File: src/rtl/fft_frame_loader_if.sv
// Sample-stream and frame-presentation bundle between a streaming source, the frame loader and the FFT.
// With FFT_FRAME_LOADER_DROP_EN defined the bundle also carries the dropped-sample counter.
interface fft_frame_loader_if #(
   parameter int SIZE = 16,
   parameter int RN   = 16
);
   logic                          s_valid;
   logic                          s_ready;
   logic [1:0][RN-1:0]            s_data;
   logic                          swap;
   logic [SIZE-1:0][1:0][RN-1:0]  frame;
   logic                          frame_valid;
   logic                          frame_swapped;
   logic [7:0]                    frame_cnt;
`ifdef FFT_FRAME_LOADER_DROP_EN
   logic [15:0]                   drop_cnt;
`endif

   modport slave (
      input  s_valid, s_data, swap,
      output s_ready, frame, frame_valid, frame_swapped, frame_cnt
`ifdef FFT_FRAME_LOADER_DROP_EN
      , output drop_cnt
`endif
   );

   modport master (
      output s_valid, s_data, swap,
      input  s_ready, frame, frame_valid, frame_swapped, frame_cnt
`ifdef FFT_FRAME_LOADER_DROP_EN
      , input drop_cnt
`endif
   );
endinterface

File: src/rtl/fft_frame_loader.sv
// Ping-pong frame store that turns a one-sample-per-cycle stream into a stable parallel FFT input frame.
// Optional FFT_FRAME_LOADER_DROP_EN: never backpressure; samples arriving on a full bank are counted and dropped.
module fft_frame_loader #(
   parameter int SIZE = 16,
   parameter int RN   = 16
) (
   input  logic               clk,
   input  logic               n_reset,
   fft_frame_loader_if.slave  bus
);
   localparam int IW = $clog2(SIZE);

   typedef logic [SIZE-1:0][1:0][RN-1:0] bank_t;

   bank_t           bank0_q, bank0_d;
   bank_t           bank1_q, bank1_d;
   logic            disp_q, disp_d;
   logic [IW-1:0]   wrIdx_q, wrIdx_d;
   logic            fillFull_q, fillFull_d;
   logic            frameValid_q, frameValid_d;
   logic            frameSwapped_q, frameSwapped_d;
   logic [7:0]      frameCnt_q, frameCnt_d;
   logic            writeEn;
   logic            swapTake;

   // A full bank is never written, so swap and write are mutually exclusive in any cycle.
   assign writeEn  = bus.s_valid & ~fillFull_q;
   assign swapTake = bus.swap & fillFull_q;

   always_comb begin
      bank0_d        = bank0_q;
      bank1_d        = bank1_q;
      disp_d         = disp_q;
      wrIdx_d        = wrIdx_q;
      fillFull_d     = fillFull_q;
      frameValid_d   = frameValid_q;
      frameCnt_d     = frameCnt_q;
      frameSwapped_d = swapTake;
      if (writeEn) begin
         if (disp_q) begin
            bank0_d[wrIdx_q] = bus.s_data;
         end else begin
            bank1_d[wrIdx_q] = bus.s_data;
         end
         wrIdx_d = wrIdx_q + IW'(1);
         if (wrIdx_q == IW'(SIZE - 1)) begin
            fillFull_d = 1'b1;
         end
      end
      if (swapTake) begin
         disp_d       = ~disp_q;
         fillFull_d   = 1'b0;
         frameValid_d = 1'b1;
         frameCnt_d   = frameCnt_q + 8'd1;
      end
   end

   always_ff @(posedge clk or negedge n_reset) begin
      if (!n_reset) begin
         bank0_q        <= '0;
         bank1_q        <= '0;
         disp_q         <= 1'b0;
         wrIdx_q        <= '0;
         fillFull_q     <= 1'b0;
         frameValid_q   <= 1'b0;
         frameSwapped_q <= 1'b0;
         frameCnt_q     <= '0;
      end else begin
         bank0_q        <= bank0_d;
         bank1_q        <= bank1_d;
         disp_q         <= disp_d;
         wrIdx_q        <= wrIdx_d;
         fillFull_q     <= fillFull_d;
         frameValid_q   <= frameValid_d;
         frameSwapped_q <= frameSwapped_d;
         frameCnt_q     <= frameCnt_d;
      end
   end

`ifdef FFT_FRAME_LOADER_DROP_EN
   logic [15:0] dropCnt_q, dropCnt_d;

   always_comb begin
      dropCnt_d = dropCnt_q;
      if (bus.s_valid && fillFull_q && (dropCnt_q != 16'hFFFF)) begin
         dropCnt_d = dropCnt_q + 16'd1;
      end
   end

   always_ff @(posedge clk or negedge n_reset) begin
      if (!n_reset) begin
         dropCnt_q <= '0;
      end else begin
         dropCnt_q <= dropCnt_d;
      end
   end

   assign bus.s_ready  = 1'b1;
   assign bus.drop_cnt = dropCnt_q;
`else
   assign bus.s_ready  = ~fillFull_q;
`endif

   assign bus.frame         = disp_q ? bank1_q : bank0_q;
   assign bus.frame_valid   = frameValid_q;
   assign bus.frame_swapped = frameSwapped_q;
   assign bus.frame_cnt     = frameCnt_q;
endmodule

File: src/flat_wrapper.sv
// flat-port wrapper written by rule: the top's interface ports become plain ports
module fft_frame_loader_flat 
#(
   parameter int SIZE = 16,
   parameter int RN   = 16
)
  (clk, n_reset, bus_s_valid, bus_s_data, bus_swap, bus_s_ready, bus_frame, bus_frame_valid, bus_frame_swapped, bus_frame_cnt);
  fft_frame_loader_if #(.SIZE(SIZE), .RN(RN)) bus_i ();
  input  logic clk;
  input  logic n_reset;
  input wire logic [$bits(bus_i.s_valid)-1:0] bus_s_valid;
  input wire logic [$bits(bus_i.s_data)-1:0] bus_s_data;
  input wire logic [$bits(bus_i.swap)-1:0] bus_swap;
  output wire logic [$bits(bus_i.s_ready)-1:0] bus_s_ready;
  output wire logic [$bits(bus_i.frame)-1:0] bus_frame;
  output wire logic [$bits(bus_i.frame_valid)-1:0] bus_frame_valid;
  output wire logic [$bits(bus_i.frame_swapped)-1:0] bus_frame_swapped;
  output wire logic [$bits(bus_i.frame_cnt)-1:0] bus_frame_cnt;
  assign bus_i.s_valid = bus_s_valid;
  assign bus_i.s_data = bus_s_data;
  assign bus_i.swap = bus_swap;
  assign bus_s_ready = bus_i.s_ready;
  assign bus_frame = bus_i.frame;
  assign bus_frame_valid = bus_i.frame_valid;
  assign bus_frame_swapped = bus_i.frame_swapped;
  assign bus_frame_cnt = bus_i.frame_cnt;
  fft_frame_loader #(.SIZE(SIZE), .RN(RN)) u_core (.clk(clk), .n_reset(n_reset), .bus(bus_i));
endmodule
File: config.mk
export PLATFORM = sky130hd
export DESIGN_NAME = fft_frame_loader_flat
export DESIGN_NICKNAME = d
export VERILOG_FILES = /design/src/rtl/fft_frame_loader_if.sv /design/src/rtl/fft_frame_loader.sv /design/src/flat_wrapper.sv
export SDC_FILE = /design/constraint.sdc
export NUM_CORES = 1
export LEC_CHECK = 0
export CAP_MARGIN = 20
export CORE_UTILIZATION = 55
export DETAILED_ROUTE_END_ITERATION = 10
export PLACE_DENSITY = 0.79
export SETUP_SLACK_MARGIN = 0.02
export SLEW_MARGIN = 25
export SYNTH_ARGS = -nofsm -noshare
export SYNTH_HDL_FRONTEND = slang
export SYNTH_SLANG_ARGS = --single-unit
File: constraint.sdc
create_clock -name clk -period 2.05 [get_ports clk]
set_input_delay 0.3075 -clock clk [delete_from_list [all_inputs] [get_ports clk]]
set_output_delay 0.3075 -clock clk [all_outputs]
set_load 0.05 [all_outputs]
==> impl_metrics.toml, run 1 <==
[routing]
wl_per_cell_um = 28.2
drc_errors = 0
drtPass1Iterations = 5
routed_via_density = 5.89
drtIter0Drc = 1496
ant_nets = 0
drt_wl_total_um = 133000
vias = 27800

[timing]
grt_setup_unrepaired = "true"
fin_ws_ps = -474
fmax_mhz = 396
tightest_slew_ps = 847
drv_slew = 0
setup_violations = 1538
final.setup.tns_ps = -337350
timing.final.crit_period_ps = 2520
relSlewSlack_pct = 43.5
period_share_pct = 123
skew_ps = 20.7
finalHoldViolCount = 0

[global_route]
antenna_found_initial = 0
grt_use_total_pct = 30.0
grt_first_pass_wirelength_um = 188000
grt_overflow = 0
grt_pass1_vias = 29300
grt_max_degree = 98

[clock_tree]
cts_sinks = 1040
clockRootBuffer = "clkbuf_16"
clock_path_buffers = 3
clock_latency_ps = 670
numCtsBuffers = 106
clk_pin_slew_ps = 60
htreeDepth = 3
cts_tree = "yes"

[yosys]
ys_warn_count = 0
avgSynthCellArea_um2 = 15.4
synthSimpleGateAreaFrac_pct = 1.00
muxShareOfSynthArea_pct = 38.3
synth_fa_ha_area_share_pct = 0.138
synth_area_um2 = 45200
yosysSeqAreaShare_pct = 57.5
synthCells = 2929
synth_edf_count = 0
syn_nets = 2970
synthFlopType = "dfrtp_1"
synth-compound-area-share_pct = 0.0221
synth_xor_area_share_pct = 0.213
async_reset_ff_share_pct = 100
yosysUniqueCellTypes = 30
synth-seq-cells = 1040
synth_top_family_by_area = "multiplexers"

[critical_path]
crit_start = "u_core.disp_q$_DFFE_PN0P_"
worstReg2RegStart = "u_core.disp_q$_DFFE_PN0P_"
critPathMaxFanout = 8
path_cells = "buf_12 -> clkbuf_16 -> clkbuf_16 -> mux2_2 -> buf_6"
critPathRequiredTime_ps = 1740
worst_r2r_path_depth = 7
critPathMaxStageDelay_ps = 440
crit_type = "reg2out"
startpoint_type = "flip-flop"
slowest_stage = "dfrtp_4"
critPathCaptureType = "output port"
cpMostUsedCell = "clkbuf_16"
cp.arrival_ps = 2220

[worst_hold_path]
hold_path_class = "in2async"

[die]
rows = 104
dieArea_um2 = 83400
die_w_um = 289
io_pins = 559
core_um2 = 80900
fp.dieH_um = 289
start_util_pct = 55.9

[cells_and_area]
nFillCells = 4760
n_antenna_cell = 0
final_nets = 3612
drive_above_1_share_pct = 66.8
area_growth_pct = 31.4
seqCellArea_um2 = 26000
multi_input_area_um2 = 18700

[place]
hpwl_um = 84600
numPortBuffers = 558
gp_congestion = 0.825

[flow_run]
drv_cap = 0

[status]
violations = "negative setup slack"
outcome = "complete, but fails checks"
==> routing by layer <==
layer / GRT usage, % / routed length, µm / vias to the layer above
met5: 0 / 0 / -
met4: 12.2 / 5310 / 0
met3: 5.42 / 7810 / 229
met2: 48.8 / 64600 / 907
met1: 40.1 / 55100 / 14900
li1: - / - / 11700
==> final cells by class <==
class                   instances  area share (%)
multi-input cells            1624            31.5
well taps                    1060            2.23
clock buffers                 158            5.39
repair buffers                794            16.3
flip-flops and latches       1040            43.8
clock inverters                35           0.815
inverters                       5          0.0316
==> worst max-delay path: cells and delay by family (launching register included) <==
family | cells | cell delay, ps
DFF | 1 | 440
buffers and inverters | 4 | 740
muxes | 1 | 360
==> Yosys cell counts, drive strengths merged (2+ instances only) <==
cell type     n  share of area, %
nand4bb       2             0.050
nand4b        3              0.12
and4bb        4              0.11
nand2b        3             0.041
nand2        21              0.17
xnor2        10              0.19
inv           5             0.041
o21ai         2             0.022
mux2       1537                38
nor2b         9              0.12
clkbuf      103              0.86
or3           3             0.041
nor3b         2             0.083
nand4         3             0.041
dfrtp      1040                58
nor2         15              0.14
buf         157               1.9
ha            5              0.14
==> metrics by stage <==
step / hold WS, ps / cell area, µm² / utilization, % / setup WS [ps] / std cells
4_1_cts: 166 / 56400 / 69.7 / -555 / 4667
3_5_place_dp: 266 / 52200 / 64.5 / -381 / 4467
3_3_place_gp: 268 / 52200 / 64.5 / -382 / 4467
5_1_grt: 184 / 59400 / 73.4 / -513 / 4716
6_report: 162 / 59400 / 73.4 / -474 / 4716
2_1_floorplan: 11.9 / 45200 / - / 57.7 / 2929
==> registers in the layout, indices dropped and copies added, names as in the netlist <==
signal,flops
u_core.bank0_q,512
u_core.bank1_q,512
u_core.bus.frame_cnt,8
u_core.wrIdx_q,4
u_core.bus.frame_swapped,1
u_core.bus.frame_valid,1
u_core.disp_q,1
u_core.fillFull_q,1
==> what timing repair did <==
item,4_1_cts,5_1_grt
buffers inserted,3,3
gates cloned,3,47
pin swaps,0,0
endpoints found under the setup margin,568,1514
hold endpoints to repair,191,0
gates resized for setup,82,531
hold buffers,1,0
==> final timing paths <==
kind                            slack (ps)                                 end
worst max-delay path                  -470                       bus_frame[35]
worst min-delay path                   160      u_core.bank1_q[39]$_DFFE_PN0P_
worst max register to register        -300     u_core.bank1_q[368]$_DFFE_PN0P_
worst min register to register         470  u_core.bus.frame_valid$_DFFE_PN0P_
max in group asynchronous              930     u_core.bank0_q[364]$_DFFE_PN0P_
min in group clk                       430       u_core.fillFull_q$_DFFE_PN0P_
==> cell usage in the layout, fill, tap and decap left out, types with 2 or more instances in the layout <==
cell type	synthesis	routed
buf_16	0	18
ha_1	5	5
nand4_1	3	3
bufinv_16	0	10
buf_12	0	86
clkinvlp_4	0	4
nor3b_4	2	2
clkinv_2	0	16
nor2_1	13	3
mux2_4	0	165
dfrtp_1	1040	1039
and4bb_2	4	4
mux2_1	59	59
xnor2_1	10	10
clkbuf_1	101	19
clkbuf_8	0	31
nand4b_2	2	2
clkbuf_16	0	142
clkdlybuf4s50_1	0	43
o21ai_0	2	2
inv_16	0	2
buf_8	0	59
nand4bb_1	2	2
mux2_2	1478	1313
inv_1	5	5
nor2b_4	0	4
nor2_4	0	12
nand2_2	0	12
nand2b_1	3	3
nor2b_1	9	5
buf_4	11	252
or3_2	0	2
nand2_1	21	9
buf_6	9	300
==> kinds of logic (layout without fill, tap and decap cells) <==
family / after synthesis / after routing
simple gates: 69 / 69
mux: 1537 / 1537
compound gates: 2 / 2
flops: 1040 / 1040
fa+ha+maj: 5 / 5
buf+inv: 265 / 992
xor+xnor: 11 / 11
Power of run 1 is not shown: default switching activity piles up to over one toggle a cycle in this logic, so the estimate is an artifact.
==> run 2, diff against run 1 <==
CORE_MARGIN = 1   (was not set)
SLEW_MARGIN = not set   (was 25)
==> results of run 2 <==
The final DEF is identical to that of run 1; final timing and power are the same.
Power of run 2 is left out for the same reason.
==> run 3, diff against run 2 <==
==> constraint.sdc (replaced) <==
create_clock -name clk -period 2.05 [get_ports clk]
set_input_delay 0.3075 -clock clk [delete_from_list [all_inputs] [get_ports clk]]
set_output_delay 0.3075 -clock clk [all_outputs]
set_load 0.1 [all_outputs]
==> run 3 against run 2 <==
  * The flow still finishes with violations (negative setup slack)
  * Cell area is 8.1% higher
  * Cell count shrank 0.72%
  * Flip-flop and latch count stayed put
  * Core utilization rose by 5.9 points
  * Non-clock buffer count is 25 lower
  * First-iteration DRC count increased by 31%
  * Sequential share of layout area fell by 3.3 points
  * Critical endpoint is now bus_frame[401]
  * Die area stayed put
  * Register-to-register slack improved by 90 ps
  * Via count is 0.82% higher
  * Setup slack worse by 4.8 ps
==> impl_metrics.toml, run 3 (synthesis results as in run 1) <==
[status]
outcome = "complete, but fails checks"
violations = "negative setup slack"

[critical_path]
critPathMaxFanout = 14
worst_r2r_path_depth = 7
rrSetupSlack_ps = -210
worstReg2RegStart = "u_core.disp_q$_DFFE_PN0P_"
startpoint_type = "flip-flop"
cp.arrival_ps = 2220
crit_type = "reg2out"
critPathCaptureType = "output port"
r2r-end = "u_core.bank1_q[394]$_DFFE_PN0P_"
critPathRequiredTime_ps = 1740

[cells_and_area]
final_cell_mix = "1135 x mux2_2, 1039 x dfrtp_1, 599 x buf_12"
layout_commonest_cell = "mux2_2"
finalNonFillerCells = 4682
drive_above_1_share_pct = 66.8
area_growth_pct = 42.0
nFillCells = 3971
n_antenna_cell = 0
fin_util_pct = 79.3
final_nets = 3584

[worst_hold_path]
hold_path_class = "in2async"

[die]
dieArea_um2 = 83400
start_util_pct = 55.9
die_w_um = 289
fp.dieH_um = 289
rows = 104
core_um2 = 80900
io_pins = 559

[timing]
period_share_pct = 123
drv_slew = 0
tightest_slew_ps = 703
grt_setup_unrepaired = "true"
fin_ws_ps = -479
relSlewSlack_pct = 53.2
finalHoldViolCount = 0
timing.final.crit_period_ps = 2530
skew_ps = 29.0
fmax_mhz = 395
setup_violations = 1088

[routing]
wl_per_cell_um = 29.4
drt_wl_total_um = 138000
routed_via_density = 5.98
ant_nets = 0
drtIter0Drc = 1957
vias = 28000
drc_errors = 0
drtPass1Iterations = 5

[global_route]
gr-usage-met2_pct = 54.0
grt_first_pass_wirelength_um = 198000
antenna_found_initial = 0
grt_pass1_vias = 30500
gr-usage-met3_pct = 5.84
grtUsageMet1_pct = 40.4
grt_max_degree = 101
busiest_layer = "met2"
grt_overflow = 0
grt_use_total_pct = 32.1

[clock_tree]
clock_path_buffers = 3
cts_tree = "yes"
cts_sinks = 1040
clk_pin_slew_ps = 60
clockRootBuffer = "clkbuf_16"
htreeDepth = 3
numCtsBuffers = 103
clock_latency_ps = 660

[flow_run]
drv_cap = 0

[place]
numPortBuffers = 558
numPlacedInstances = 4462
gp_congestion = 0.806
hpwl_um = 87900
[run 3: cell types whose count changed in the layout (fill, tap and decap cells not counted), sizes merged]
cell and delta:
bufinv -6, clkinvlp -1, clkbuf -19, buf +1
inv -3, clkdlybuf4s50 -10, clkinv +4
[run 3: worst max-delay path, cell delays in order (launching register included)]
cell     delay [ps]
dfrtp_4         430
buf_6           170
buf_12          200
buf_12          190
mux2_2          400
buf_12          180
[run 3: worst max-delay path by stage]
stage          cells after the start                       from                              end  slack [ps]
6_report                           5  u_core.disp_q$_DFFE_PN0P_                   bus_frame[401]        -480
5_1_grt                            5  u_core.disp_q$_DFFE_PN0P_                   bus_frame[170]        -510
4_1_cts                            4  u_core.disp_q$_DFFE_PN0P_                   bus_frame[468]        -550
3_5_place_dp                       6                bus_s_valid  u_core.bank1_q[286]$_DFFE_PN0P_        -230
3_3_place_gp                       6                bus_s_valid  u_core.bank1_q[378]$_DFFE_PN0P_        -210
2_1_floorplan                      5  u_core.disp_q$_DFFE_PN0P_                   bus_frame[432]         -40
[run 3: metal layers]
layer / up-vias / share of wire [%]
met5: - / 0
met4: 0 / 4.7
met3: 285 / 5.8
met2: 1022 / 51
met1: 15100 / 39
li1: 11600 / -
[run 3: area by class of cell]
class,count,area (µm²),area share [%]
flip-flops and latches,1040,26000,40.5
multi-input cells,1624,19400,30.2
repair buffers,769,14100,21.9
clock buffers,155,3120,4.87
well taps,1060,1330,2.07
clock inverters,29,287,0.446
inverters,5,18.8,0.0292
[run 3: per-stage QoR]
stage	TNS, ps	setup WS, ps	area, µm²	hold slack, ps
after CTS	-241490	-551	63400	142
after global routing	-316720	-510	64200	145
after global placement	-104040	-208	59600	227
after detailed placement	-125990	-229	59600	227
final	-257090	-479	64200	145
after floorplan	-8450	-37.5	46100	11.9
[run 3: what timing repair did]
| action | CTS | global route |
|---|---|---|
| buffers inserted | 9 | 3 |
| hold buffers | 1 | 0 |
| pin swaps | 0 | 0 |
| resized for setup | 66 | 79 |
| endpoints found under the hold margin | 251 | 0 |
| gates cloned | 2 | 22 |
| setup endpoints to repair | 582 | 1272 |
Power of run 3 is left out for the same reason.
